<file path="config.mk">
export PLATFORM = sky130hd
export DESIGN_NAME = enc_width_up_converter
export DESIGN_NICKNAME = d
export VERILOG_FILES = /design/src/rtl/enc_width_up_converter.sv
export SDC_FILE = /design/constraint.sdc
export NUM_CORES = 1
export LEC_CHECK = 0
export ABC_AREA = 0
export BUFFER_PORTS_ARGS = -buffer_cell sky130_fd_sc_hd__buf_2
export CAP_MARGIN = 30
export CORE_ASPECT_RATIO = 1.4
export CORE_MARGIN = 2
export CORE_UTILIZATION = 52
export CTS_BUF_LIST = sky130_fd_sc_hd__clkbuf_16
export DETAILED_ROUTE_END_ITERATION = 10
export GPL_TIMING_DRIVEN = 0
export PLACE_DENSITY = 0.78
export SLEW_MARGIN = 0
export SYNTH_ARGS = -nofsm -noshare
export SYNTH_HDL_FRONTEND = slang
export SYNTH_SLANG_ARGS = --single-unit
</file>
<file path="constraint.sdc">
create_clock -name iClock -period 1.88 [get_ports iClock]
set_clock_uncertainty 0.15 [all_clocks]
set_input_delay 0.282 -clock iClock [delete_from_list [all_inputs] [get_ports iClock]]
set_output_delay 0.282 -clock iClock [all_outputs]
set_load 0.005 [all_outputs]
</file>
<file path="src/rtl/enc_width_up_converter.sv">
// rtl/enc_width_up_converter.sv - packs Ratio narrow source beats into one wide output word
module enc_width_up_converter #(
  parameter int InputDataWidth = 16,
  parameter int Ratio          = 2,
  parameter bit FirstLaneMsb   = 1'b1,
  localparam int OutputDataWidth = InputDataWidth * Ratio,
  localparam int LaneCountWidth  = $clog2(Ratio) + 1
) (
  input  logic                       iClock,
  input  logic                       iReset,
  input  logic                       iSrcDataValid,
  input  logic                       iSrcDataLast,
  input  logic                       iSrcParityLast,
  input  logic [InputDataWidth-1:0]  iSrcData,
  output logic                       oConverterReady,
  output logic                       oConvertedDataValid,
  output logic                       oConvertedDataLast,
  output logic                       oConvertedParityLast,
  output logic [OutputDataWidth-1:0] oConvertedData,
  output logic [LaneCountWidth-1:0]  oConvertedLaneCount,
  input  logic                       iDstReady
);

  localparam int LaneIdxWidth = $clog2(Ratio);

  // Lanes 0..Ratio-2 are buffered; the final lane always comes straight from iSrcData.
  logic [InputDataWidth-1:0]  acc [Ratio-1];
  logic [LaneIdxWidth-1:0]    lane;
  logic                       parity_flag;
  logic                       accept;
  logic                       complete;
  logic [OutputDataWidth-1:0] word;

  // Bit offset of lane k inside the output word.
  function automatic int lane_shift(input int k);
    return FirstLaneMsb ? (Ratio - 1 - k) * InputDataWidth : k * InputDataWidth;
  endfunction

  // Ready depends only on the registered output stage and the sink, never on the source.
  assign oConverterReady = !oConvertedDataValid || iDstReady;
  assign accept          = iSrcDataValid && oConverterReady;
  assign complete        = accept && ((lane == LaneIdxWidth'(Ratio - 1)) || iSrcDataLast);

  // Assemble the outgoing word: populated lanes from the accumulator, current beat, zeros elsewhere.
  always_comb begin
    word = '0;
    for (int k = 0; k < Ratio - 1; k++) begin
      if (k < int'(lane)) begin
        word = word | (OutputDataWidth'(acc[k]) << lane_shift(k));
      end
    end
    word = word | (OutputDataWidth'(iSrcData) << lane_shift(int'(lane)));
  end

  // Accumulator, lane counter and sticky parity-last flag.
  always_ff @(posedge iClock or negedge iReset) begin
    if (!iReset) begin
      lane        <= '0;
      parity_flag <= 1'b0;
      for (int k = 0; k < Ratio - 1; k++) begin
        acc[k] <= '0;
      end
    end else if (accept) begin
      if (complete) begin
        lane        <= '0;
        parity_flag <= 1'b0;
      end else begin
        lane <= lane + LaneIdxWidth'(1);
        if (iSrcParityLast) begin
          parity_flag <= 1'b1;
        end
        for (int k = 0; k < Ratio - 1; k++) begin
          if (int'(lane) == k) begin
            acc[k] <= iSrcData;
          end
        end
      end
    end
  end

  // Output stage: load on a completing beat, drop valid after transfer, otherwise hold.
  always_ff @(posedge iClock or negedge iReset) begin
    if (!iReset) begin
      oConvertedDataValid  <= 1'b0;
      oConvertedDataLast   <= 1'b0;
      oConvertedParityLast <= 1'b0;
      oConvertedData       <= '0;
      oConvertedLaneCount  <= '0;
    end else if (complete) begin
      oConvertedDataValid  <= 1'b1;
      oConvertedDataLast   <= iSrcDataLast;
      oConvertedParityLast <= parity_flag || iSrcParityLast;
      oConvertedData       <= word;
      oConvertedLaneCount  <= LaneCountWidth'(lane) + LaneCountWidth'(1);
    end else if (oConvertedDataValid && iDstReady) begin
      oConvertedDataValid <= 1'b0;
    end
  end

endmodule

</file>
==> metrics.md, run 1 <==
| Metric | Value |
|---|---|
| Post-synthesis sequential area ratio | 0.570 |
| Final worst path period share | 0.939 |
| Largest net degree at the start of global routing | 39 |
| Setup_tns | 0 ns |
| P&R area growth vs syn | 23.5% |
| Port bufs | 59 |
| Die Wd | 61.6 um |
| Deepest clock path buffer count | 2 |
| Die area | 5220 sq um |
| Internal | between 0.002 and 0.003 W |
| Drt first pass iters | 6 |
| Max-cap violation count | 0 |
| Initial antenna violation count | 0 |
| Post-CTS Hold Buffers | 1 |
| Vias in the first global route | 1782 |
| Tot GR Track Use | 0.226 |
| Overall Power | 0.00396 W |
| Row count | 29 |
| Routability Congestion | between 0.7 and 0.8 |
| Clock Sinks | 55 |
| Slew @ Worst Pin | 0.435 ns |
| Hpwl dp | about 3.8 mm |
| Mapped cell area | 2420 sq um |
| Fillcell total | 363 |
| Placed Area | 2810 sq um |
| DR WL/cell | 18.0 um |
| Die Y | 84.7 um |
| Final Hold Fails | 0 |
| Startpoint Class | register |
| P per Cell Area | 1330 nW/um^2 |
| WS Path Type | reg2reg |
| WL final | 5.57 mm |
| Leak pwr | 1.50 nW |
| Max Fanout on Critical Path | 10 |
| Post_cts resized | 0 |
| GRT overflow | 0 |
| Via count | 1808 |
| H-tree level count | 2 |
| CTS Buf Count | 5 |
| Worst setup EP type | register |
| Synth Instances | 179 |
| Worst Hold Class | in2reg |
| DRT iter0 DRCs | 120 |
| Starting utilization of the core area | 0.537 |
| Share of cells above drive strength 1 | 0.431 |
| Combinational cell fraction of total power | 0.281 |
| Sw Ratio | 0.281 |
| CORE AREA | 4500 sq um |
| Final ANT Viol Nets | 0 |
| Critical Path RT | around 1.9 ns |
| WP data arrival | 1.78 ns |
| NetSw | around 0.0011 W |
| Slew HR | 0.710 |
| Syn Area/Cell | 13.5 sq um |
| Status | completed |
| Vias per cell | 5.83 |
| Syn Nets | 201 |
| Synth cell types | 29 |
| Worst-Skew Late Latency | 0.29 ns |
| Postcts setup bufs | 0 |
| DR DRC count | 0 |
| Tmin final | 1.77 ns |
| N_diodes | 0 |
| Seq pwr share | 0.460 |
| VDD IR-drop max | around 0.00077 V |
| Root Buffer | clkbuf_16 |
| Seq cells post-synth | 55 |
| Max-slew violations | 0 |
| Post-route cell area | 2980 sq um |
| RSZ-0062 raised after global routing | false |
| CTS tree | yes |
| Clk slew on worst S/H paths | around 0.070 ns |
| Achievable frequency | between 500 and 600 MHz |
| Synthesis Warnings | 0 |
| Final net count | 269 |
| Clk pwr share | 0.258 |
| Setup violators final | 0 |
| IO Pins | 60 |
| Global-route wire length before repair | 8.68 mm |
state kept, by name, summed over array words and instances (netlist names):
name	cells
oConvertedDataLast	1
acc	16
oConvertedParityLast	1
parity_flag	1
oConvertedDataValid	1
oConvertedLaneCount	2
oConvertedData	32
lane	1
synth_stat cells:
master	instances	share of area
a21o_1	1	0.0031
a21oi_1	1	0.0021
a221o_1	16	0.066
a22o_1	16	0.058
a31oi_1	3	0.0078
a41o_1	12	0.050
and2_1	1	0.0026
and3_4	1	0.0047
buf_2	8	0.017
buf_4	3	0.0093
buf_6	5	0.023
dfrtp_1	55	0.57
inv_1	4	0.0062
inv_2	1	0.0016
mux2_2	16	0.075
nand2_1	3	0.0047
nand2_2	1	0.0026
nand2b_1	4	0.010
nand3_1	1	0.0021
nand3_2	2	0.0083
nor2_1	2	0.0031
nor2_2	1	0.0026
nor2b_1	1	0.0026
nor2b_4	1	0.0057
nor3b_1	12	0.037
o21a_1	2	0.0062
o21ai_0	1	0.0021
o32ai_1	4	0.014
or2_2	1	0.0026
placed cells by master, fill, tap and decap left out, drive strengths merged, types with 5 or more instances in the layout:
cell type	netlist	final
a221o	16	16
a22o	16	16
a41o	12	12
buf	16	76
clkbuf	0	5
dfrtp	55	55
inv	5	5
mux2	16	16
nor3b	12	12
per-layer routing:
metal | wire length [um] | GRT usage
met5 | 0 | 0
met4 | 95 | 0.0890
met3 | 206 | 0.0493
met2 | 2910 | 0.348
met1 | 2360 | 0.305
area by class of cell:
type	instances	area, sq um	area share
inverters	5	18.8	0.00629
plain buffers	16	119	0.0398
flip-flops and latches	55	1380	0.461
clock buffers	5	125	0.0419
well taps	62	77.6	0.0260
repair buffers	61	325	0.109
multi-input cells	103	902	0.302
clock inverters	3	38.8	0.0130
path summary, 6_finish.rpt:
| kind | start | to | slack [ns] | cells past startpoint |
|---|---|---|---|---|
| min reg2reg | oConvertedDataLast | oConvertedDataLast | 0.33 | 1 |
| max in group asynchronous | iReset | acc[14] | 0.73 | 3 |
| max | oConvertedDataValid | oConvertedData[25] | 0.11 | 6 |
| min | iSrcData[3] | oConvertedData[3] | 0.1 | 2 |
| max reg2reg | oConvertedDataValid | oConvertedData[25] | 0.11 | 6 |
| min in group asynchronous | iReset | oConvertedData[27] | 0.32 | 2 |
power groups by stage:
stage / Combinational [W] / Sequential (W) / Clock (W)
after global routing: 0.00122 / 0.00187 / 0.00110
after floorplan: 0.000645 / 0.00182 / 0
after global placement: 0.00108 / 0.00182 / 0
after detailed placement: 0.00112 / 0.00183 / 0
final: 0.00111 / 0.00182 / 0.00102
after CTS: 0.00113 / 0.00182 / 0.00103
logic make-up (layout without fill, tap and decap cells):
logic type             count (synthesis)  count (layout)  synth area share
buffers and inverters                 21              90            0.0570
multiplexers                          16              16            0.0746
flip-flops                            55              55             0.570
AO/OA/AOI/OAI                         56              56             0.210
AND/OR/NAND/NOR                       31              31            0.0891
per-stage QoR:
stage | hold WS, ns | utilization | setup slack [ns] | cells
3_3_place_gp | 0.305 | 0.620 | 0.138 | 300
6_report | 0.0980 | 0.663 | 0.115 | 310
3_5_place_dp | 0.0956 | 0.624 | 0.127 | 301
5_1_grt | 0.104 | 0.663 | 0.0228 | 310
2_1_floorplan | -0.164 | - | 0.299 | 179
4_1_cts | 0.0989 | 0.663 | 0.103 | 310
critical path: stages (launching register included):
cell and delay, ns:
dfrtp_1 0.38, nor2b_4 0.15, inv_2 0.08, buf_6 0.15, nand2_2 0.12, buf_2 0.23, a221o_1 0.38
No activity file was read; power rests on OpenSTA's default activity.
==> run 2, diff against run 1 <==
--- a/config.mk
+++ b/config.mk
@@ -8,14 +8,16 @@
 export ABC_AREA = 0
 export BUFFER_PORTS_ARGS = -buffer_cell sky130_fd_sc_hd__buf_2
 export CAP_MARGIN = 30
+export CELL_PAD_IN_SITES_DETAIL_PLACEMENT = 1
+export CELL_PAD_IN_SITES_GLOBAL_PLACEMENT = 1
 export CORE_ASPECT_RATIO = 1.4
 export CORE_MARGIN = 2
-export CORE_UTILIZATION = 52
+export CORE_UTILIZATION = 42
 export CTS_BUF_LIST = sky130_fd_sc_hd__clkbuf_16
 export DETAILED_ROUTE_END_ITERATION = 10
 export GPL_TIMING_DRIVEN = 0
-export PLACE_DENSITY = 0.78
-export SLEW_MARGIN = 0
+export PLACE_DENSITY_LB_ADDON = 0.1
+export SLEW_MARGIN = 20
 export SYNTH_ARGS = -nofsm -noshare
 export SYNTH_HDL_FRONTEND = slang
 export SYNTH_SLANG_ARGS = --single-unit
==> run 2 against run 1 <==
  * Via count increased by 2.5%
  * Sequential power is essentially flat
  * Non-clock buffer count down 1
  * Setup slack got worse by 0.0097 ns
  * Final cell count is 1.6% higher
  * First-iteration DRC count increased by 8.3%
  * Critical path type unchanged
  * Largest power group unchanged
==> metrics.md, run 2 (synthesized netlist as in run 1, its figures left out) <==
| Metric | Value |
|---|---|
| Tmin final | 1.78 ns (+0.00966 ns) |
| Global-route wire length before repair | 10.6 mm (+22%) |
| Clock Sinks | 55 (unchanged) |
| Status | completed |
| Commonest non-fill, non-tap cells in the layout | 65 x buf_2, 55 x dfrtp_1, 16 x mux2_2, 16 x a221o_1, 16 x a22o_1 |
| WL final | 6.37 mm (+14%) |
| Postcts setup bufs | 0 (unchanged) |
| N_diodes | 0 (unchanged) |
| WP data arrival | 1.80 ns (+0.02 ns) |
| Crit path max-delay cell type | dfrtp_1 |
| Setup violators final | 0 (unchanged) |
| Via count | 1854 (+2.5%) |
| Critical Path RT | 1.91 ns (about the same) |
| Drt first pass iters | 4 (-2) |
| CP Cell Sequence | nor2b_4, inv_2, buf_6, nand2_2, buf_4, a221o_1 |
| Placed Area | 2800 sq um (-0.36%) |
| CORE AREA | 5530 sq um (+23%) |
| Die area | 6380 sq um (+22%) |
| DRT iter0 DRCs | 130 (+8.3%) |
| Vias per cell | 5.89 (+0.92%) |
| Slew HR | 0.539 (-0.171) |
| Share of cells above drive strength 1 | 0.433 (+0.00175) |
| Worst-Skew Late Latency | 0.29 ns (about the same) |
| WS Path Type | reg2reg |
| Tot GR Track Use | 0.224 (-0.00154) |
| Register area | 1380 sq um (unchanged) |
| VDD IR-drop max | 0.000577 V (-25%) |
| CTS tree | yes |
| DR WL/cell | 20.2 um (+13%) |
| Routability Congestion | 0.694 (-10%) |
| Starting utilization of the core area | 0.437 (-0.0997) |
| Worst setup EP type | register |
| Max-cap violation count | 0 (unchanged) |
| H-tree level count | 2 (unchanged) |
| Die Y | 93.7 um (+11%) |
| Final net count | 268 (-0.37%) |
| Most flop-heavy register | oConvertedData |
| Startpoint Class | register |
| P&R area growth vs syn | 23.8% |
| P per Cell Area | 1350 nW/um^2 (+1.6%) |
| Setup_tns | 0 ns (unchanged) |
| Final ANT Viol Nets | 0 (unchanged) |
| Die Wd | 68.1 um (+11%) |
| Final Hold Fails | 0 (unchanged) |
| Top Registers | oConvertedData (32), acc (16), oConvertedLaneCount (2) |
| Row count | 32 (+10%) |
| Port bufs | 59 (unchanged) |
| Initial antenna violation count | 0 (unchanged) |
| Worst Hold Class | in2reg |
| Final worst path period share | 0.944 (+0.00514) |
| IO Pins | 60 (unchanged) |
| Worst path max stage delay | 0.38 ns (about the same) |
| Most common cell after layout, fill and taps aside | buf_2 |
| Achievable frequency | 563 MHz (-0.54%) |
| RSZ-0062 raised after global routing | false |
| Clk slew on worst S/H paths | 0.07 ns (about the same) |
| Post-route cell area | 2990 sq um (+0.25%) |
| Fillcell total | 589 (+62%) |
| DR DRC count | 0 (unchanged) |
| Deepest clock path buffer count | 2 (unchanged) |
| Leak pwr | 1.50 nW (-0.50%) |
| Area of the multi-input gates | 910 sq um (+0.83%) |
| Hpwl dp | 4.34 mm (+15%) |
| Max Fanout on Critical Path | 10 (unchanged) |
| Max FFs per register | 32 (unchanged) |
| GRT overflow | 0 (unchanged) |
| Vias in the first global route | 2037 (+14%) |
| Largest net degree at the start of global routing | 56 (+44%) |
| CTS Buf Count | 5 (unchanged) |
| Slew @ Worst Pin | 0.692 ns (+0.257 ns) |
| Max-slew violations | 0 (unchanged) |
| Root Buffer | clkbuf_16 |
==> run 2: final cells by class <==
class / instances / share of cell area
clock inverters: 3 / 0.0155
inverters: 5 / 0.00628
repair buffers: 60 / 0.103
multi-input cells: 103 / 0.304
clock buffers: 5 / 0.0418
well taps: 68 / 0.0285
plain buffers: 16 / 0.0406
flip-flops and latches: 55 / 0.460
==> run 2: power breakdown <==
part / switching [W] / internal [W] / total, W
combinational: 0.000488 / 0.000643 / 0.00113
sequential: 0.000251 / 0.00158 / 0.00183
clock: 0.000437 / 0.000634 / 0.00107
==> run 2: final timing paths <==
| path | from | to | slack [ns] | cells past startpoint |
|---|---|---|---|---|
| max reg2reg | oConvertedDataValid | oConvertedData[24] | 0.10 | 6 |
| min in group asynchronous | iReset | oConvertedLaneCount[0] | 0.42 | 2 |
| min | iSrcData[10] | oConvertedData[10] | 0.1 | 2 |
| max in group asynchronous | iReset | oConvertedData[16] | 0.69 | 2 |
| max | oConvertedDataValid | oConvertedData[24] | 0.10 | 6 |
| min reg2reg | oConvertedDataLast | oConvertedDataLast | 0.34 | 1 |
==> run 2: metal layers <==
layer	part of all wire	global-route usage	vias up
li1	-	-	831
met1	0.41	0.281	964
met2	0.53	0.382	51
met3	0.045	0.0444	8
met4	0.015	0.0683	0
met5	0	0	-
==> run 2: per-stage QoR <==
stage	hold slack, ns	total power, W	utilization	setup slack, ns	instances
global placement	0.310	0.00292	0.506	0.103	306
global route	0.102	0.00428	0.541	0.0279	315
detailed placement	0.229	0.00299	0.507	0.0977	306
CTS	0.0999	0.00407	0.539	0.0572	315
floorplan	-0.164	0.00247	-	0.299	179
finish	0.0960	0.00403	0.541	0.105	315
==> run 2: worst max-delay path, delay by kind of cell (launching register included) <==
kind | cells | cell delay [ns]
simple gates | 2 | 0.29
buf+inv | 3 | 0.47
compound gates | 1 | 0.36
flops | 1 | 0.38
==> run 2: what timing repair did <==
item	in CTS	in global routing
endpoints found under the hold margin	55	0
endpoints found under the setup margin	0	6
hold buffers	1	0
gates resized for setup	0	3
==> run 3, diff against run 2 <==
--- a/config.mk
+++ b/config.mk
@@ -11,7 +11,7 @@
 export CELL_PAD_IN_SITES_DETAIL_PLACEMENT = 1
 export CELL_PAD_IN_SITES_GLOBAL_PLACEMENT = 1
 export CORE_ASPECT_RATIO = 1.4
-export CORE_MARGIN = 2
+export CORE_MARGIN = 10
 export CORE_UTILIZATION = 42
 export CTS_BUF_LIST = sky130_fd_sc_hd__clkbuf_16
 export DETAILED_ROUTE_END_ITERATION = 10
==> constraint.sdc (replaced) <==
create_clock -name iClock -period 1.88 [get_ports iClock]
set_clock_uncertainty 0.15 [all_clocks]
set_input_delay 0.376 -clock iClock [delete_from_list [all_inputs] [get_ports iClock]]
set_output_delay 0.376 -clock iClock [all_outputs]
set_load 0.005 [all_outputs]
==> run 3 against run 2 <==
  * The run now ends with negative hold slack left
  * Count of clock-buffer cells in the layout stayed put
  * Final cell count is 0.32% higher
  * Total power hardly changed
  * Combinational power hardly changed
  * First-iteration DRC count is 49% lower
  * Utilization is 0.55 points lower
  * Critical path type is now reg2out
==> metrics.md, run 3 (synthesized netlist as in run 1, its figures left out) <==
| Metric | Value |
|---|---|
| Non-filler cells in the finished layout | 316 (+0.32%) |
| Drt first pass iters | 4 (unchanged) |
| Most flop-heavy register | oConvertedData |
| Final ANT Viol Nets | 0 (unchanged) |
| Largest net degree at the start of global routing | 56 (unchanged) |
| CTS Buf Count | 5 (unchanged) |
| Die Wd | 84.1 um (+23%) |
| Commonest non-fill, non-tap cells in the layout | 66 x buf_2, 55 x dfrtp_1, 16 x mux2_2, 16 x a221o_1, 16 x a22o_1 |
| Max-cap violation count | 0 (unchanged) |
| WL final | 6.82 mm (+7.0%) |
| Leak pwr | 1.50 nW (+0.38%) |
| Achievable frequency | 551 MHz (-2.2%) |
| Startpoint Class | register |
| Max FFs per register | 32 (unchanged) |
| Via count | 1876 (+1.2%) |
| Hold slack | -0.00988 ns (-0.106 ns) |
| Hpwl dp | 4.75 mm (+9.3%) |
| Seq pwr share | 0.453 (about the same) |
| Starting utilization of the core area | 0.434 (-0.00315) |
| P&R area growth vs syn | 23.4% |
| Deepest clock path buffer count | 2 (unchanged) |
| Internal | 0.00285 W (about the same) |
| Final net count | 269 (+0.37%) |
| H-tree level count | 2 (unchanged) |
| Slew HR | 0.536 (-0.00254) |
| Tmin final | 1.82 ns (+0.0404 ns) |
| Worst Hold Class | in2async |
| GRT overflow | 0 (unchanged) |
| Setup_tns | 0 ns (unchanged) |
| Vias in the first global route | 2103 (+3.2%) |
| Most common cell after layout, fill and taps aside | buf_2 |
| Max Fanout on Critical Path | 10 (unchanged) |
| NetSw | 0.00118 W (+0.15%) |
| Port bufs | 59 (unchanged) |
| Clk slew on worst S/H paths | 0.07 ns (about the same) |
| Setup violators final | 0 (unchanged) |
| IO Pins | 60 (unchanged) |
| Placed cells | 306 (unchanged) |
| Worst setup EP type | primary output |
| P per Cell Area | 1350 nW/um^2 (+0.29%) |
| Violated checks | negative hold slack |
| DR DRC count | 0 (unchanged) |
| CORE AREA | 5570 sq um (+0.72%) |
| Routability Congestion | 0.740 (+6.6%) |
| Post_cts resized | 0 (unchanged) |
| Top Registers | oConvertedData (32), acc (16), oConvertedLaneCount (2) |
| DR WL/cell | 21.6 um (+6.6%) |
| WP data arrival | 1.29 ns (-0.51 ns) |
| Share of cells above drive strength 1 | 0.435 (+0.00229) |
| Combinational cell fraction of total power | 0.285 (+0.004) |
| Root Buffer | clkbuf_16 |
| Clk pwr share | 0.261 (-0.005) |
| DRT iter0 DRCs | 66 (-49%) |
| Sw Ratio | 0.292 (+0.000450) |
| Final Hold Fails | 44 (+44) |
| Critical Path RT | 1.35 ns (-0.56 ns) |
| N_diodes | 0 (unchanged) |
| CTS tree | yes |
| Die area | 9230 sq um (+45%) |
| Vias per cell | 5.94 (+0.87%) |
| Initial antenna violation count | 0 (unchanged) |
| VDD IR-drop max | 0.000653 V (+13%) |
| Worst-Skew Late Latency | 0.29 ns (about the same) |
| Layout Utilization | 0.536 (-0.00547) |
| Final worst path period share | 0.966 (+0.0215) |
| RSZ-0062 raised after global routing | false |
| Clock Sinks | 55 (unchanged) |
| Status | complete, but fails checks |
| Global-route wire length before repair | 11.0 mm (+3.9%) |
| Row count | 32 (unchanged) |
| WS Path Type | reg2out |
| Die Y | 110 um (+17%) |
| Slew @ Worst Pin | 0.695 ns (+0.00381 ns) |
| Max-slew violations | 0 (unchanged) |
| Tot GR Track Use | 0.148 (-0.0767) |
## run 3: cell count changes in the layout (fill, tap and decap cells not counted)
cell | previous run | this run
buf_2 | 65 | 66
buf_4 | 5 | 6
clkinv_1 | 0 | 1
clkinvlp_4 | 1 | 0
dlygate4sd3_1 | 1 | 0
nand3_2 | 1 | 2
nand3_4 | 1 | 0
## run 3: final timing paths
kind | startpoint | endpoint | slack (ns) | depth (start not counted)
min | iReset | oConvertedData[27] | -0.01 | 1
max reg2reg | oConvertedDataValid | oConvertedData[30] | 0.11 | 6
max | oConvertedDataValid | oConverterReady | 0.06 | 4
min reg2reg | oConvertedDataLast | oConvertedDataLast | 0.33 | 1
max in group asynchronous | iReset | oConvertedData[17] | 1.14 | 1
min in group iClock | iSrcData[14] | oConvertedData[14] | 0.19 | 2
## run 3: worst max-delay path, stage by stage, from the launching register on
cell and delay [ns]:
dfrtp_1 0.37, nor2b_4 0.14, inv_2 0.09, buf_2 0.24, buf_2 0.16
## run 3: metrics by stage
stage / cell area [sq um] / setup slack [ns] / total power, W
4_1_cts: 2970 / 0.0360 / 0.00408
2_1_floorplan: 2420 / 0.299 / 0.00247
3_5_place_dp: 2800 / 0.0380 / 0.00302
6_report: 2980 / 0.0645 / 0.00403
5_1_grt: 2980 / 0.000400 / 0.00428
3_3_place_gp: 2800 / 0.0444 / 0.00296
## run 3: timing repair
| item | 4_1_cts | 5_1_grt |
|---|---|---|
| setup buffers | 0 | 2 |
| hold buffers | 0 | 0 |
| setup endpoints to repair | 0 | 2 |
## run 3: cell type report
cell class / count / area (sq um)
multi-input combinational: 103 / 902
fill: 606 / 2580
inverter: 5 / 18.8
buffer: 16 / 119
tap: 68 / 85.1
sequential: 55 / 1380
timing repair buffer: 61 / 313
clock buffer: 5 / 125
clock inverter: 3 / 42.5
## run 3: layer usage
layer  GRT usage  share of wire
met1       0.176           0.42
met2       0.248           0.51
met3      0.0452          0.064
met4      0.0504          0.014
met5           0              0
## run 3: power groups by stage
stage               combinational [W]  sequential [W]  clock (W)
floorplan                    0.000645         0.00182          0
global placement              0.00114         0.00182          0
detailed placement            0.00117         0.00184          0
CTS                           0.00118         0.00183    0.00108
global route                  0.00128         0.00188    0.00112
finish                        0.00115         0.00183    0.00105
